**src/rtl/stim_pkg.sv**
```systemverilog
// Shared definitions for the stimulus player: FSM states and the bit
// positions of the two flag bits stored with every vector word.
package stim_pkg;

  typedef enum logic [1:0] {
    ST_IDLE = 2'd0,
    ST_RUN  = 2'd1,
    ST_FIN  = 2'd2
  } state_e;

  // Stored word layout is {last, obs, payload}; the flags sit directly above
  // the payload, so their absolute index is DATA_W + offset.
  localparam int OBS_BIT  = 0;
  localparam int LAST_BIT = 1;

endpackage

```
**src/rtl/stim_player_if.sv**
```systemverilog
// Output vector stream of the stimulus player: valid/ready handshake plus
// the presented payload, its observe flag and its word index.
interface stim_player_if #(
  parameter int DATA_W = 128,
  parameter int AW     = 3
) ();

  logic              out_valid;
  logic              out_ready;
  logic [DATA_W-1:0] vec_out;
  logic              obs_out;
  logic [AW-1:0]     pc;

  modport master (output out_valid, output vec_out, output obs_out, output pc, input out_ready);
  modport slave  (input out_valid, input vec_out, input obs_out, input pc, output out_ready);

endinterface

```
**src/rtl/stim_ram.sv**
```systemverilog
// Vector word storage: synchronous write, combinational read. Contents are
// deliberately not reset so a loaded pattern survives a reset.
module stim_ram #(
  parameter int DATA_W = 128,
  parameter int DEPTH  = 6,
  parameter int AW     = 3
) (
  input  logic              clk,
  input  logic              we,
  input  logic [AW-1:0]     waddr,
  input  logic [DATA_W+1:0] wdata,
  input  logic [AW-1:0]     raddr,
  output logic [DATA_W+1:0] rdata
);

  logic [DATA_W+1:0] mem_q [DEPTH];

  // Write port; addresses beyond DEPTH (non power-of-two depth) are dropped.
  always_ff @(posedge clk) begin
    if (we && (int'(waddr) < DEPTH)) begin
      mem_q[waddr] <= wdata;
    end
  end

  assign rdata = (int'(raddr) < DEPTH) ? mem_q[raddr] : '0;

endmodule

```
**src/rtl/stim_player.sv**
```systemverilog
// Stimulus player: plays stored vector words out over a valid/ready stream,
// one pass ending at a word flagged last (or the final slot), repeated
// loop_cnt times (0 = until stopped).
//
//   state   | meaning
//   --------+-----------------------------------------------------------
//   ST_IDLE | not playing; memory writable; waits for start
//   ST_RUN  | presenting word pc with out_valid=1
//   ST_FIN  | one cycle after the final transfer; done pulses here
module stim_player
  import stim_pkg::*;
#(
  parameter int DATA_W = 128,
  parameter int DEPTH  = 6,
  parameter int AW     = $clog2(DEPTH)
) (
  input  logic              clk,
  input  logic              rst,
  input  logic              wr_en,
  input  logic [AW-1:0]     wr_addr,
  input  logic [DATA_W+1:0] wr_data,
  input  logic              start,
  input  logic              stop,
  input  logic [7:0]        loop_cnt,
  stim_player_if.master     sp,
  output logic              busy,
  output logic              done,
  output logic              wr_drop
);

  localparam logic [AW-1:0] PC_LAST = AW'(DEPTH - 1);

  state_e            state_q;
  logic [AW-1:0]     pc_q;
  logic [AW-1:0]     rd_addr_d;
  logic              valid_q;
  logic [DATA_W-1:0] vec_q;
  logic              obs_q;
  logic              last_q;
  logic              busy_q;
  logic              done_q;
  logic              wr_drop_q;
  logic [7:0]        pass_q;
  logic [7:0]        loop_q;
  logic [DATA_W+1:0] rd_word;
  logic              xfer;
  logic              pass_final;
  logic              more_passes;
  logic              ram_we;

  assign xfer        = valid_q & sp.out_ready;
  assign pass_final  = last_q | (pc_q == PC_LAST);
  // 9-bit compare so loop_cnt=255 plays exactly 255 passes.
  assign more_passes = (loop_q == 8'd0) | (({1'b0, pass_q} + 9'd1) < {1'b0, loop_q});
  assign ram_we      = wr_en & (state_q == ST_IDLE);

  stim_ram #(
    .DATA_W (DATA_W),
    .DEPTH  (DEPTH),
    .AW     (AW)
  ) u_ram (
    .clk   (clk),
    .we    (ram_we),
    .waddr (wr_addr),
    .wdata (wr_data),
    .raddr (rd_addr_d),
    .rdata (rd_word)
  );

  // Address of the word to present next cycle: word 0 on start or wrap,
  // pc+1 after a non-final transfer, otherwise the current word.
  always_comb begin
    rd_addr_d = '0;
    if (state_q == ST_RUN) begin
      rd_addr_d = pc_q;
      if (xfer) begin
        rd_addr_d = pass_final ? '0 : pc_q + 1'b1;
      end
    end
  end

  // Sequencing FSM with all outputs registered.
  always_ff @(posedge clk or negedge rst) begin
    if (!rst) begin
      state_q   <= ST_IDLE;
      pc_q      <= '0;
      valid_q   <= 1'b0;
      vec_q     <= '0;
      obs_q     <= 1'b0;
      last_q    <= 1'b0;
      busy_q    <= 1'b0;
      done_q    <= 1'b0;
      wr_drop_q <= 1'b0;
      pass_q    <= '0;
      loop_q    <= '0;
    end else begin
      done_q    <= 1'b0;
      wr_drop_q <= wr_en & (state_q != ST_IDLE);
      case (state_q)
        ST_IDLE: begin
          if (start && !stop) begin
            state_q <= ST_RUN;
            valid_q <= 1'b1;
            pc_q    <= rd_addr_d;
            vec_q   <= rd_word[DATA_W-1:0];
            obs_q   <= rd_word[DATA_W+OBS_BIT];
            last_q  <= rd_word[DATA_W+LAST_BIT];
            busy_q  <= 1'b1;
            pass_q  <= '0;
            loop_q  <= loop_cnt;
          end
        end
        ST_RUN: begin
          if (stop) begin
            state_q <= ST_IDLE;
            valid_q <= 1'b0;
            pc_q    <= '0;
            vec_q   <= '0;
            obs_q   <= 1'b0;
            last_q  <= 1'b0;
            busy_q  <= 1'b0;
          end else if (xfer) begin
            if (pass_final) begin
              pass_q <= pass_q + 8'd1;
            end
            if (pass_final && !more_passes) begin
              state_q <= ST_FIN;
              valid_q <= 1'b0;
              pc_q    <= '0;
              vec_q   <= '0;
              obs_q   <= 1'b0;
              last_q  <= 1'b0;
              done_q  <= 1'b1;
            end else begin
              pc_q   <= rd_addr_d;
              vec_q  <= rd_word[DATA_W-1:0];
              obs_q  <= rd_word[DATA_W+OBS_BIT];
              last_q <= rd_word[DATA_W+LAST_BIT];
            end
          end
        end
        ST_FIN: begin
          state_q <= ST_IDLE;
          busy_q  <= 1'b0;
        end
        default: begin
          state_q <= ST_IDLE;
          valid_q <= 1'b0;
          busy_q  <= 1'b0;
        end
      endcase
    end
  end

  assign sp.out_valid = valid_q;
  assign sp.vec_out   = vec_q;
  assign sp.obs_out   = obs_q;
  assign sp.pc        = pc_q;
  assign busy         = busy_q;
  assign done         = done_q;
  assign wr_drop      = wr_drop_q;

endmodule

```
**src/flat_wrapper.sv**
```systemverilog
// flat-port wrapper written by rule: the top's interface ports become plain ports
module stim_player_flat import stim_pkg::*;
#(
  parameter int DATA_W = 128,
  parameter int DEPTH  = 6,
  parameter int AW     = $clog2(DEPTH)
)
  (clk, rst, wr_en, wr_addr, wr_data, start, stop, loop_cnt, busy, done, wr_drop, sp_out_valid, sp_vec_out, sp_obs_out, sp_pc, sp_out_ready);
  stim_player_if #(.DATA_W(DATA_W), .AW(AW)) sp_i ();
  input  logic clk;
  input  logic rst;
  input  logic wr_en;
  input  logic [AW-1:0] wr_addr;
  input  logic [DATA_W+1:0] wr_data;
  input  logic start;
  input  logic stop;
  input  logic [7:0] loop_cnt;
  output logic busy;
  output logic done;
  output logic wr_drop;
  output wire logic [$bits(sp_i.out_valid)-1:0] sp_out_valid;
  output wire logic [$bits(sp_i.vec_out)-1:0] sp_vec_out;
  output wire logic [$bits(sp_i.obs_out)-1:0] sp_obs_out;
  output wire logic [$bits(sp_i.pc)-1:0] sp_pc;
  input wire logic [$bits(sp_i.out_ready)-1:0] sp_out_ready;
  assign sp_out_valid = sp_i.out_valid;
  assign sp_vec_out = sp_i.vec_out;
  assign sp_obs_out = sp_i.obs_out;
  assign sp_pc = sp_i.pc;
  assign sp_i.out_ready = sp_out_ready;
  stim_player #(.DATA_W(DATA_W), .DEPTH(DEPTH), .AW(AW)) u_core (.clk(clk), .rst(rst), .wr_en(wr_en), .wr_addr(wr_addr), .wr_data(wr_data), .start(start), .stop(stop), .loop_cnt(loop_cnt), .sp(sp_i), .busy(busy), .done(done), .wr_drop(wr_drop));
endmodule
```
**config.mk**
```make
export PLATFORM = sky130hd
export DESIGN_NAME = stim_player_flat
export DESIGN_NICKNAME = d
export VERILOG_FILES = /design/src/rtl/stim_pkg.sv /design/src/rtl/stim_player_if.sv /design/src/rtl/stim_ram.sv /design/src/rtl/stim_player.sv /design/src/flat_wrapper.sv
export SDC_FILE = /design/constraint.sdc
export NUM_CORES = 1
export LEC_CHECK = 0
export CAP_MARGIN = 0
export CORE_UTILIZATION = 58
export CTS_CLUSTER_SIZE = 8
export DETAILED_ROUTE_END_ITERATION = 7
export PLACE_DENSITY_LB_ADDON = 0.2
export SLEW_MARGIN = 20
export SYNTH_ARGS = -nofsm -noshare
export SYNTH_HDL_FRONTEND = slang
export SYNTH_SLANG_ARGS = --single-unit
export TNS_END_PERCENT = 30
```
**constraint.sdc**
```tcl
create_clock -name clk -period 12.6 [get_ports clk]
set_input_delay 2.52 -clock clk [delete_from_list [all_inputs] [get_ports clk]]
set_output_delay 2.52 -clock clk [all_outputs]
set_load 0.05 [all_outputs]
```
==> impl_results.md <==
- Cells resized by post-CTS repair: 0
- CP max FO: 71
- Worst R2R Start: u_core.sp.pc[0]$_DFFE_PN0P_
- Worst R2R Setup Slack: 7940 ps
- Commonest non-fill, non-tap cell in the layout: edfxtp_1
- CTS clk-pin slew, worst paths: 50 ps
- Slowest CP cell: and2_4
- CTS Buf Count: 134
- Worst EP arrival: 7250 ps
- Final TNS setup: 0 ps
- Async S/R FF share, synth: 0.1658
- Initial antenna violation count: 16
- Finished Layout Cells: 3,691
- DRC: 13
- ANT nets after route: 0
- Netlist cell types: 65
- Layout cells sized above 1: 0.08547
- Final Cell Area: 43,990 µm²
- CP endpoint kind: register
- LEAKAGE: 14.77 nW
- Vias in the first global route: 25,380
- CP Launch Type: input port
- Ports: 283
- Top_reg_cell synth: edfxtp_1
- First-pass GRT wire length: 150,400 µm
- Violated checks: DRC
- Hold crit path type: register to register
- Sequential cell area fraction in the yosys report: 0.7478
- Total Routing Usage GR: 0.3151
- FP Rows: 91
- Setup bufs post-CTS: 0
- CP endpoint: u_core.sp.vec_out[17]$_DFFE_PN0P_
- Most area-consuming cells after synthesis: edfxtp_1, dfrtp_1, nand2_1
- Max Transition Viols Final: 0
- Die height: 252.9 µm
- Worst-case reg-to-reg path depth: 8
- Fmax: 149.6 MHz
- Post-Syn Instances: 2,500
- Max-cap viol count: 0
- Mapped cell area: 36,510 µm²
- Routed wire per std cell: 27.16 µm
- Fin. Hold Viols: 0
- Placer Congestion: 0.8309
- Largest net degree at the start of global routing: 163
- 1st-iter DRT viols: 3,070
- Mapped Nets: 2,657
- Detailed Route WL: 100,300 µm
- Pwr Density: 195.4 nW/µm²
- Clock sinks: 935
- Clock Skews: 23.47 ps
- Flops & latches, synth: 935
- TritonCTS clock tree: built
- Root Buffer: clkbuf_16
- Relative slew slack: 0.1808
- Hold Buf Count CTS: 0
- HPWL after detailed placement: 48,430 µm
- H-Tree Depth: 4
- Tmin final: 6684 ps
- Final setup violating endpoints: 0
- Final Net Count: 2,896
- Synth-to-Final Area Change: 20.49%
- Die width: 252.9 µm
- Reg2reg end: u_core.sp.vec_out[17]$_DFFE_PN0P_
- Clk buf depth: 3
- Starting Density: 0.5894
- Critical Path Start: sp_out_ready
- VDD IR max: 0.1430 mV
- Via count: 24,730
- Tcrit/Tclk final: 0.5305
- Share of the synthesized area in the top cell type: 0.6416
- CP peak stage delay: 790 ps
- Status: complete, but fails checks
- Most used cell, CP: buf_4
- Req. time, crit path: 13,170 ps
- RSZ-0062 raised after global routing: no
- Count of input and output buffers: 282
- Worst-Skew Late Latency: 730 ps
- Core ar.: 61,940 µm²
- Measured slew at the worst slew-check pin: 1229 ps
- YS warnings: 0
- Worst hold slack: 470.6 ps
- Kind of critical path: input port to register
- DIE AREA: 63,950 µm²
- Most frequent cells in the layout: edfxtp_1, nand2_1, clkdlybuf4s50_1, dfrtp_1, clkbuf_16
- Placed cell count: 3,440
- Top cell type by total area after synthesis: edfxtp_1
- Post-synth EDFFs: 780
- Area after DPL: 40,000 µm²
- Crit-path cells: clkdlybuf4s50_1 > buf_4 > and2_4 > buf_4 > o32ai_1 > o21bai_4 > buf_4 > nor2_1 > o41ai_1
- DRT Pass-1 Iters: 8
- Vias/cell: 6.699
- Total congestion overflow: 0
- Final total power: 8.594 mW
- Mapped Avg Cell Area: 14.60 µm²
## routing by layer
metal  up-vias  GRT usage  part of all wire
li1      10490          -                 -
met1     12480     0.4160              0.38
met2      1536     0.4973              0.49
met3       217    0.07874              0.10
met4        12     0.1422             0.030
met5         -          0           0.00080
## cell families after synthesis
kind of cell | synth area share
DFF | 0.7478
and+or+nand+nor | 0.08291
AOI/OAI and AO/OA | 0.1307
buffers and inverters | 0.02584
muxes | 0.007334
adders and majority gates | 0.003427
xor gates and xnor gates | 0.001919
## where the power goes
part	switching, mW	leakage [nW]	internal [mW]
Combinational	1.11	3.90	0.470
Clock	1.30	1.88	2.02
Sequential	0.130	8.99	3.55
## cell type report
type | instances | area (µm²)
diodes | 11 | 27.53
clock buffers | 227 | 3745
clock inverters | 13 | 214.0
fillers | 4002 | 17950
inverters | 13 | 48.80
multi-input cells | 1341 | 8462
flip-flops and latches | 935 | 27300
well taps | 837 | 1047
repair buffers | 314 | 3139
## critical path, delay by kind of cell
kind,cells,cell delay [ps]
AND/OR/NAND/NOR,2,900
AO/OA/AOI/OAI,3,1420
buffers and inverters,4,2360
## worst min path at each step
stage / startpoint / end / slack [ps] / cells past startpoint
after floorplan: u_core.state_q[1]$_DFFE_PN0P_ / u_core.busy$_DFFE_PN0P_ / 480 / 1
after global placement: u_core.sp.vec_out[23]$_DFFE_PN0P_ / u_core.sp.vec_out[23]$_DFFE_PN0P_ / 460 / 2
after detailed placement: u_core.sp.vec_out[109]$_DFFE_PN0P_ / u_core.sp.vec_out[109]$_DFFE_PN0P_ / 460 / 2
after CTS: u_core.sp.vec_out[75]$_DFFE_PN0P_ / u_core.sp.vec_out[75]$_DFFE_PN0P_ / 470 / 2
after global routing: u_core.sp.vec_out[57]$_DFFE_PN0P_ / u_core.sp.vec_out[57]$_DFFE_PN0P_ / 500 / 2
final: u_core.sp.vec_out[75]$_DFFE_PN0P_ / u_core.sp.vec_out[75]$_DFFE_PN0P_ / 470 / 2
## state kept, by name, indices dropped and copies added (netlist names)
register and count:
u_core.pass_q 8, u_core.busy 1, u_core.sp.obs_out 1, u_core.state_q 2, u_core.last_q 1, u_core.wr_drop 1
u_core.loop_q 8, u_core.sp.vec_out 128, u_core.done 1, u_core.sp.out_valid 1, u_core.u_ram.mem_q 780, u_core.sp.pc 3
## synthesized netlist by cell type (all sizes together), types with 2 or more instances
| cell type | count |
|---|---|
| a21boi | 3 |
| o22ai | 97 |
| ha | 10 |
| nor3 | 55 |
| nand2b | 7 |
| a21o | 4 |
| and3 | 23 |
| nor2b | 2 |
| nor4 | 4 |
| nand4 | 21 |
| a32o | 53 |
| a222oi | 54 |
| o21bai | 2 |
| buf | 67 |
| nand3 | 115 |
| edfxtp | 780 |
| or2 | 3 |
| nor2 | 124 |
| o41ai | 56 |
| and2 | 3 |
| o31ai | 77 |
| mux2 | 22 |
| clkbuf | 144 |
| nand4b | 2 |
| o211a | 2 |
| inv | 12 |
| a21oi | 62 |
| mux2i | 2 |
| xor2 | 5 |
| xnor2 | 3 |
| nand2 | 339 |
| a32oi | 55 |
| a211oi | 2 |
| o32ai | 2 |
| o21ai | 18 |
| a221oi | 55 |
| a311oi | 22 |
| a221o | 2 |
| dfrtp | 155 |
| a31oi | 21 |
## metrics by stage
stage | setup WS [ps] | utilization
after detailed placement | 5284 | 0.6458
after floorplan | 329.3 | -
after CTS | 5967 | 0.7097
after global routing | 5769 | 0.7101
after global placement | 5497 | 0.6458
final | 5916 | 0.7102
(Power assumes the default switching activity.)
